--- config.mk ---
export PLATFORM = sky130hd
export DESIGN_NAME = z80_bus_ctrl
export DESIGN_NICKNAME = d
export VERILOG_FILES = /design/src/rtl/z80_bus_pkg.sv /design/src/rtl/z80_rfsh_cnt.sv /design/src/rtl/z80_bus_ctrl.sv
export SDC_FILE = /design/constraint.sdc
export NUM_CORES = 1
export LEC_CHECK = 0
export CORE_MARGIN = 2
export CORE_UTILIZATION = 25
export CTS_CLUSTER_DIAMETER = 150
export CTS_CLUSTER_SIZE = 28
export DETAILED_ROUTE_END_ITERATION = 7
export DONT_BUFFER_PORTS = 1
export GPL_TIMING_DRIVEN = 0
export PLACE_DENSITY = 0.42
export SLEW_MARGIN = 20
export SYNTH_ARGS = -nofsm -noshare
export SYNTH_HDL_FRONTEND = slang
export SYNTH_SLANG_ARGS = --single-unit
--- constraint.sdc ---
create_clock -name clk -period 2.5 [get_ports clk]
set_clock_uncertainty 0.1 [all_clocks]
set_input_delay 0.25 -clock clk [delete_from_list [all_inputs] [get_ports clk]]
set_output_delay 0.25 -clock clk [all_outputs]
set_load 0.02 [all_outputs]
--- src/rtl/z80_bus_pkg.sv ---
// Shared types for the Z80 bus-cycle sequencer: operation codes, T-state
// encoding, the active-low strobe bundle and per-operation decode helpers.
package z80_bus_pkg;

   localparam int unsigned ADDR_W = 16;
   localparam int unsigned DATA_W = 8;

   typedef enum logic [2:0] {
      OP_M1     = 3'd0,
      OP_MEM_RD = 3'd1,
      OP_MEM_WR = 3'd2,
      OP_IO_RD  = 3'd3,
      OP_IO_WR  = 3'd4
   } bus_op_t;

   typedef enum logic [2:0] {
      IDLE = 3'd0,
      T1   = 3'd1,
      T2   = 3'd2,
      TW   = 3'd3,
      T3   = 3'd4,
      T4   = 3'd5
   } bus_state_t;

   typedef struct packed {
      logic mreq_l;
      logic iorq_l;
      logic rd_l;
      logic wr_l;
      logic m1_l;
      logic rfsh_l;
   } strobe_t;

   localparam strobe_t STROBE_IDLE = strobe_t'(6'b11_1111);

   function automatic logic op_is_io(bus_op_t op);
      return (op == OP_IO_RD) || (op == OP_IO_WR);
   endfunction

   function automatic logic op_is_rd(bus_op_t op);
      return (op == OP_M1) || (op == OP_MEM_RD) || (op == OP_IO_RD);
   endfunction

   function automatic logic op_is_wr(bus_op_t op);
      return (op == OP_MEM_WR) || (op == OP_IO_WR);
   endfunction

   // Strobes asserted on entry to T1: memory cycles start MREQ (and RD) at once.
   function automatic strobe_t t1_strobes(bus_op_t op);
      strobe_t s;
      s        = STROBE_IDLE;
      s.mreq_l = op_is_io(op);
      s.rd_l   = !((op == OP_M1) || (op == OP_MEM_RD));
      s.m1_l   = (op != OP_M1);
      return s;
   endfunction

endpackage

--- src/rtl/z80_rfsh_cnt.sv ---
// Z80 refresh register R: parallel load, or increment of bits 6:0 with
// bit 7 preserved. A load takes priority over an increment on the same edge.
module z80_rfsh_cnt (
   input  logic       clk,
   input  logic       rst,
   input  logic       ld_i,
   input  logic [7:0] r_i,
   input  logic       inc_i,
   output logic [7:0] r_o
);

   logic [7:0] r_q;
   logic [7:0] r_d;

   always_comb begin
      r_d = r_q;
      if (ld_i) begin
         r_d = r_i;
      end else if (inc_i) begin
         r_d = {r_q[7], 7'(r_q[6:0] + 7'd1)};
      end
   end

   always_ff @(posedge clk) begin
      if (rst) begin
         r_q <= 8'h00;
      end else begin
         r_q <= r_d;
      end
   end

   assign r_o = r_q;

endmodule

--- src/rtl/z80_bus_ctrl.sv ---
// Z80 external bus-cycle sequencer: T1/T2/[TW]*/T3 with WAIT_L and IO auto-waits.
// Define Z80_BUS_RFSH_EN to extend M1 with the T3/T4 refresh phase and the R register.
module z80_bus_ctrl
   import z80_bus_pkg::*;
#(
   parameter int unsigned IO_AUTO_WAIT = 1
) (
   input  logic        clk,
   input  logic        rst,
   input  logic        req,
   input  logic [2:0]  op,
   input  logic [15:0] addr_in,
   input  logic [7:0]  wdata,
   output logic        busy,
   output logic        done,
   output logic [7:0]  rdata,
   output logic [15:0] A_out,
   output logic [7:0]  D_out,
   output logic        D_oe,
   input  logic [7:0]  D_in,
   input  logic        WAIT_L,
   output logic        MREQ_L,
   output logic        IORQ_L,
   output logic        RD_L,
   output logic        WR_L,
   output logic        M1_L,
   output logic        RFSH_L,
   output logic [7:0]  R_out,
   input  logic        ld_R,
   input  logic [7:0]  R_in
);

   localparam logic [1:0] AUTO_W = 2'(IO_AUTO_WAIT);

   bus_state_t          state_q;
   bus_op_t             op_q;
   logic [1:0]          wcnt_q;
   strobe_t             stb_q;
   logic                busy_q;
   logic                done_q;
   logic                doe_q;
   logic [DATA_W-1:0]   rdata_q;
   logic [DATA_W-1:0]   dout_q;
   logic [ADDR_W-1:0]   a_q;
   logic [7:0]          r_val;
   bus_op_t             op_c;
   logic                auto_pend_c;

   assign op_c        = bus_op_t'(op);
   assign auto_pend_c = op_is_io(op_q) && (wcnt_q < AUTO_W);

`ifdef Z80_BUS_RFSH_EN
   z80_rfsh_cnt u_rfsh (
      .clk   (clk),
      .rst   (rst),
      .ld_i  (ld_R),
      .r_i   (R_in),
      .inc_i (state_q == T4),
      .r_o   (r_val)
   );
`else
   logic unused_rfsh;
   assign r_val       = 8'h00;
   assign unused_rfsh = ^{ld_R, R_in};
`endif

   always_ff @(posedge clk) begin
      if (rst) begin
         state_q <= IDLE;
         op_q    <= OP_M1;
         wcnt_q  <= 2'd0;
         stb_q   <= STROBE_IDLE;
         busy_q  <= 1'b0;
         done_q  <= 1'b0;
         doe_q   <= 1'b0;
         rdata_q <= 8'h00;
         dout_q  <= 8'h00;
         a_q     <= 16'h0000;
      end else begin
         done_q <= 1'b0;
         case (state_q)
            IDLE: begin
               if (req) begin
                  state_q <= T1;
                  op_q    <= op_c;
                  wcnt_q  <= 2'd0;
                  busy_q  <= 1'b1;
                  a_q     <= addr_in;
                  dout_q  <= wdata;
                  doe_q   <= op_is_wr(op_c);
                  stb_q   <= t1_strobes(op_c);
               end
            end
            T1: begin
               state_q      <= T2;
               stb_q.iorq_l <= !op_is_io(op_q);
               stb_q.wr_l   <= !op_is_wr(op_q);
               if (op_is_io(op_q)) begin
                  stb_q.rd_l <= !op_is_rd(op_q);
               end
            end
            // Auto-waits are unconditional; WAIT_L only counts once they are spent.
            T2, TW: begin
               if (auto_pend_c) begin
                  state_q <= TW;
                  wcnt_q  <= wcnt_q + 2'd1;
               end else if (!WAIT_L) begin
                  state_q <= TW;
               end else begin
                  state_q    <= T3;
                  stb_q.m1_l <= 1'b1;
                  if (op_q == OP_M1) begin
                     rdata_q <= D_in;
`ifdef Z80_BUS_RFSH_EN
                     stb_q.rd_l   <= 1'b1;
                     stb_q.rfsh_l <= 1'b0;
                     a_q          <= {8'h00, r_val};
`endif
                  end
               end
            end
            T3: begin
`ifdef Z80_BUS_RFSH_EN
               if (op_q == OP_M1) begin
                  state_q      <= T4;
                  stb_q.mreq_l <= 1'b1;
               end else
`endif
               begin
                  state_q <= IDLE;
                  busy_q  <= 1'b0;
                  done_q  <= 1'b1;
                  doe_q   <= 1'b0;
                  stb_q   <= STROBE_IDLE;
                  if ((op_q == OP_MEM_RD) || (op_q == OP_IO_RD)) begin
                     rdata_q <= D_in;
                  end
               end
            end
            T4: begin
               state_q <= IDLE;
               busy_q  <= 1'b0;
               done_q  <= 1'b1;
               doe_q   <= 1'b0;
               stb_q   <= STROBE_IDLE;
            end
            default: state_q <= IDLE;
         endcase
      end
   end

   assign busy   = busy_q;
   assign done   = done_q;
   assign rdata  = rdata_q;
   assign A_out  = a_q;
   assign D_out  = dout_q;
   assign D_oe   = doe_q;
   assign MREQ_L = stb_q.mreq_l;
   assign IORQ_L = stb_q.iorq_l;
   assign RD_L   = stb_q.rd_l;
   assign WR_L   = stb_q.wr_l;
   assign M1_L   = stb_q.m1_l;
   assign RFSH_L = stb_q.rfsh_l;
   assign R_out  = r_val;

endmodule

---- Word-level counts from Yosys, hierarchy flattened ----
Index checks and enable logic that the tools add are counted.
word-level totals
  bits in registers ....................... 49
  input port bits ......................... 48
  output and inout port bits .............. 49
  logic and storage cells ................. 93
operators by class
  add/sub/neg operators ................... 1
  order comparisons ....................... 1
  equal/unequal tests ..................... 20
  multiplexer cells ....................... 25
  reductions and logical operators ........ 31
operator list
  kind                number
  $mux 8              4
  $eq 3x2->1 const B  6
  $pmux 3 s3          2
  $pmux 8 s2          1
  $ne 2x2->1 const B  7
  $eq 3x3->1 const B  4
  $eq 3x1->1 const B  3
  $logic_not 3->1     3
  $mux 3              3
  $reduce_bool 3->1   3
  $logic_or 1x1->1    8
  $pmux 1 s2          4
  $mux 1              6
  $mux 6              1
  $reduce_and 2->1    3
  $reduce_and 3->1    2
  $reduce_bool 2->1   3
  $reduce_and 5->1    1
  $logic_not 1->1     4
  $mux 2              2
  $pmux 2 s2          1
  $reduce_and 4->1    1
  $reduce_or 2->1     2
  $pmux 1 s3          1
  3 further kinds     3

---- Depth between registers and ports, before layout ----
  depth in word-level cells ............... 6
  gate-level depth with buffers ........... 7
  mapped depth without buffers ............ 6

---- Worst setup path before layout ----
Ideal clock, no wire load.
  path kind ............................... reg2reg
  start ................................... reg state_q[2]
  end ..................................... reg rdata_q[0] (netlist: rdata[0])
  library setup time ...................... 72 ps
  arrival ................................. 1957 ps
  data required time ...................... 2328 ps
  path slack .............................. 371 ps
  stages on the path, launching flop included .. 8
  path buffers ............................ 1
  clock period less this slack ............ 2129 ps
  cells stage by stage .................... dfxtp_1 > clkbuf_1 > inv_1 > ha_1 > inv_1 > a2111o_1 > a211oi_4 > mux2i_1
on the way
  word-level cells in the longest chain between the ends .. 4
  elaborated cells on any way between the ends .. 11
  those cells by class .................... eq/ne (7); mux (1); reduce/logical (3)
RTL lines
  item                                                              line                 source
  start: declaration                                                z80_bus_ctrl.sv:35   bus_state_t state_q;
  start signal: assignment                                          z80_bus_ctrl.sv:69   state_q <= IDLE;
  start signal: assignment                                          z80_bus_ctrl.sv:84   state_q <= T1;
  start signal: assignment                                          z80_bus_ctrl.sv:95   state_q <= T2;
  $eq 3x2->1                                                        z80_bus_ctrl.sv:81   case (state_q)
  $reduce_or 2->1                                                   z80_bus_ctrl.sv:81
  $ne 2x2->1 (no line) / $reduce_bool 2->1 (equally long branches)  -
  $reduce_and 5->1 (no line)                                        -
  end signal: assignment                                            z80_bus_ctrl.sv:113  rdata_q <= D_in;
  end signal: assignment                                            z80_bus_ctrl.sv:136  rdata_q <= D_in;
  end: declaration                                                  z80_bus_ctrl.sv:42   logic [DATA_W-1:0] rdata_q;
Parallel ways exist; a longest one is shown, timed or not.
A chain may end at the register's enable or synchronous reset.

---- Worst setup path after layout ----
  start ................................... reg state_q[2]
  end ..................................... reg rdata_q[6] (netlist: rdata[6])
The elaborated chain is that of the path after synthesis.

==> reports/metrics.yaml <==
outcome:
  status: "finished clean"
cts:
  cts_tree: "done"
  clkSinkCount: 48
  cts_resized: 0
  numCtsBuffers: 5
  insertion_delay_ns: 0.30
  cts_max_level: 2
  cts_root_buffer: "clkbuf_8"
  cts_buffer_depth: 2
  clk_pin_slew_ns: 0.09
drt:
  wl_um: 5920
  ant_nets: 0
  via_per_inst: 4.50
  drt-pass1-iter-count: 4
  vias: 1863
  drc: 0
  post_drt_wl_per_cell_um: 14.3
  drtIter0Drc: 89
logic_synthesis:
  synth_seq_cells: 48
  synthArstFlopShare_pct: 0
  synth_area_leaders: "dfxtp_1 (45%), nand2_1 (9.8%), a21oi_1 (7.9%)"
  synth.distinct_cells: 43
  postSynthCellCount: 258
  synth_top_area_share_pct: 44.9
  syn_area_per_cell_um2: 8.30
  yosysTopAreaCell: "dfxtp_1"
  synth_area_um2: 2140
  synth_edf_count: 0
  yosysWarnings: 0
  ys_seq_area_share_pct: 44.9
  synthFlopType: "dfxtp_1"
global_routing:
  grt_overflow_total: 0
  grt_max_degree: 16
  grt_use_met2_pct: 20.7
  grt_pass1_wl_um: 8910
  use_met3_pct: 3.41
  grt.busiest_layer: "met2"
  met1_usage_pct: 16.4
  antenna_found_initial: 0
  track_usage_pct: 12.7
  grt_pass1_vias: 1739
setup_path:
  timing.critical_path.mode_cell: "inv_1"
  crit_path_top_delay_cell: "a2111o_1"
  crit_type: "flop to flop"
  endpoint_kind: "flop"
  crit_fanout: 10
  cp.buffers_inverters: 4
  path_cells: "clkbuf_1, inv_1, ha_1, inv_1, a2111o_1, a211oi_4, buf_12, mux2i_1"
  cp_top_family: "compound AO/OA/AOI/OAI gates"
  arrival_ns: 2.46
  cp_slowest_stage_delay_ns: 0.45
  critPathLaunchType: "flop"
  crit_required_ns: 2.64
timing:
  drv_slew: 0
  fin_crit_sh_pct: 93.0
  max_freq_mhz: 430
  finalSetupViolations: 0
  tns_ns: 0
  min_period_ns: 2.32
  hold_violations: 0
  setup_ws_ns: 0.176
  worstMarginPinSlew_ns: 0.669
  grt_setup_unrepaired: "no"
  relSlewSlack_pct: 55.0
final_layout:
  drive_gt1_share_pct: 8.41
  nets: 359
  syn_to_final_growth_pct: 29.2
  n_antenna_cell: 0
  fin_area_um2: 2770
  mostFrequentLayoutCell: "nand2_1"
  final_cell_mix: "nand2_1 (56), dfxtp_1 (48), dlygate4sd3_1 (35), a21oi_1 (34), nand2b_1 (17)"
power:
  leakage_nw: 1.04
  power_density_nw_per_um2: 597
  ir_worst_vdd_v: 0.000201
floorplanning:
  die_h_um: 96.5
  core-area_um2: 8260
  dieArea_um2: 9320
  io_pins: 97
  fp-row-count: 33
  die-width_um: 96.5
  start_util_pct: 25.9
placement:
  post-dp-hpwl_um: 4150
  place_ws_ns: 0.0167
  place_congestion: 0.730
  port_buffers: 0
  placed_area_um2: 2300
worst_hold_path:
  hp-class: "primary input to flop"
job:
  maxCapViolations: 0
==> cells by family (layout without fill, tap and decap cells) <==
| family | Yosys count | in the layout | share of synthesized area [%] |
|---|---|---|---|
| other | 2 | 9 | 0.351 |
| XOR/XNOR | 2 | 2 | 0.818 |
| buffers and inverters | 34 | 78 | 8.01 |
| AO/OA/AOI/OAI | 54 | 54 | 15.5 |
| multiplexers | 9 | 9 | 4.21 |
| AND/OR/NAND/NOR | 106 | 106 | 24.5 |
| flip-flops | 48 | 48 | 44.9 |
| adder cells (fa/ha/maj) | 3 | 3 | 1.75 |
==> layer usage <==
| metal | vias to the layer above | part of all wire (%) |
|---|---|---|
| li1 | 953 | - |
| met1 | 845 | 43 |
| met2 | 63 | 48 |
| met3 | 2 | 7.8 |
| met4 | 0 | 0.69 |
| met5 | - | 0 |
==> where the power goes <==
part / total [mW] / internal (mW) / switching, mW
registers: 0.882 / 0.808 / 0.0741
logic: 0.263 / 0.122 / 0.142
clock network: 0.505 / 0.227 / 0.278
==> stage by stage <==
step | cells | power [mW] | util (%) | hold slack [ns]
floorplan | 265 | 1.06 | - | 0.286
global placement | 370 | 1.12 | 27.8 | 0.289
detailed placement | 370 | 1.12 | 27.8 | 0.292
CTS | 414 | 1.69 | 33.5 | 0.00366
global route | 414 | 1.74 | 33.5 | 0.0182
finish | 414 | 1.65 | 33.5 | 0.0186
==> timing repair <==
action	CTS	global route
endpoints found under the setup margin	2	0
hold buffers	35	0
hold endpoints to repair	35	0
setup buffers	1	0
==> path summary, 6_finish.rpt <==
| kind | startpoint | to | slack, ns | depth (start not counted) |
|---|---|---|---|---|
| setup reg to reg | state_q[2] | rdata[6] | 0.18 | 8 |
| hold reg to reg | wcnt_q[1] | wcnt_q[1] | 0.38 | 2 |
| hold / removal | WAIT_L | state_q[2] | 0.02 | 2 |
| setup / recovery | state_q[2] | rdata[6] | 0.18 | 8 |
==> flip-flops by register name (all words and copies together), names as in the netlist <==
register	cells
A_out	16
D_out	8
rdata	8
op_q	3
state_q	3
wcnt_q	2
D_oe	1
IORQ_L	1
M1_L	1
MREQ_L	1
RD_L	1
WR_L	1
busy	1
done	1
==> cell type report <==
class                      count  area (um2)
buffer                        26         141
clock buffer                   6        82.6
timing repair buffer          36         370
fill                         900        5490
clock inverter                 2        13.8
multi-input combinational    183        1030
sequential                    48         961
tap                          105         131
inverter                       8        30.0
==> cells in the mapped netlist (2+ instances only) <==
master,instances
nand4_1,3
a21o_1,2
nor4_1,4
nand2b_1,17
or3_1,2
ha_1,3
dfxtp_1,48
conb_1,2
o21ai_0,5
xnor2_1,2
nor2_1,9
a21oi_1,34
nand3_1,2
clkbuf_1,11
o21bai_1,2
inv_1,8
mux2i_1,9
nand2_1,56
buf_4,10
buf_2,5
nor3b_1,2
(Power assumes the default switching activity.)
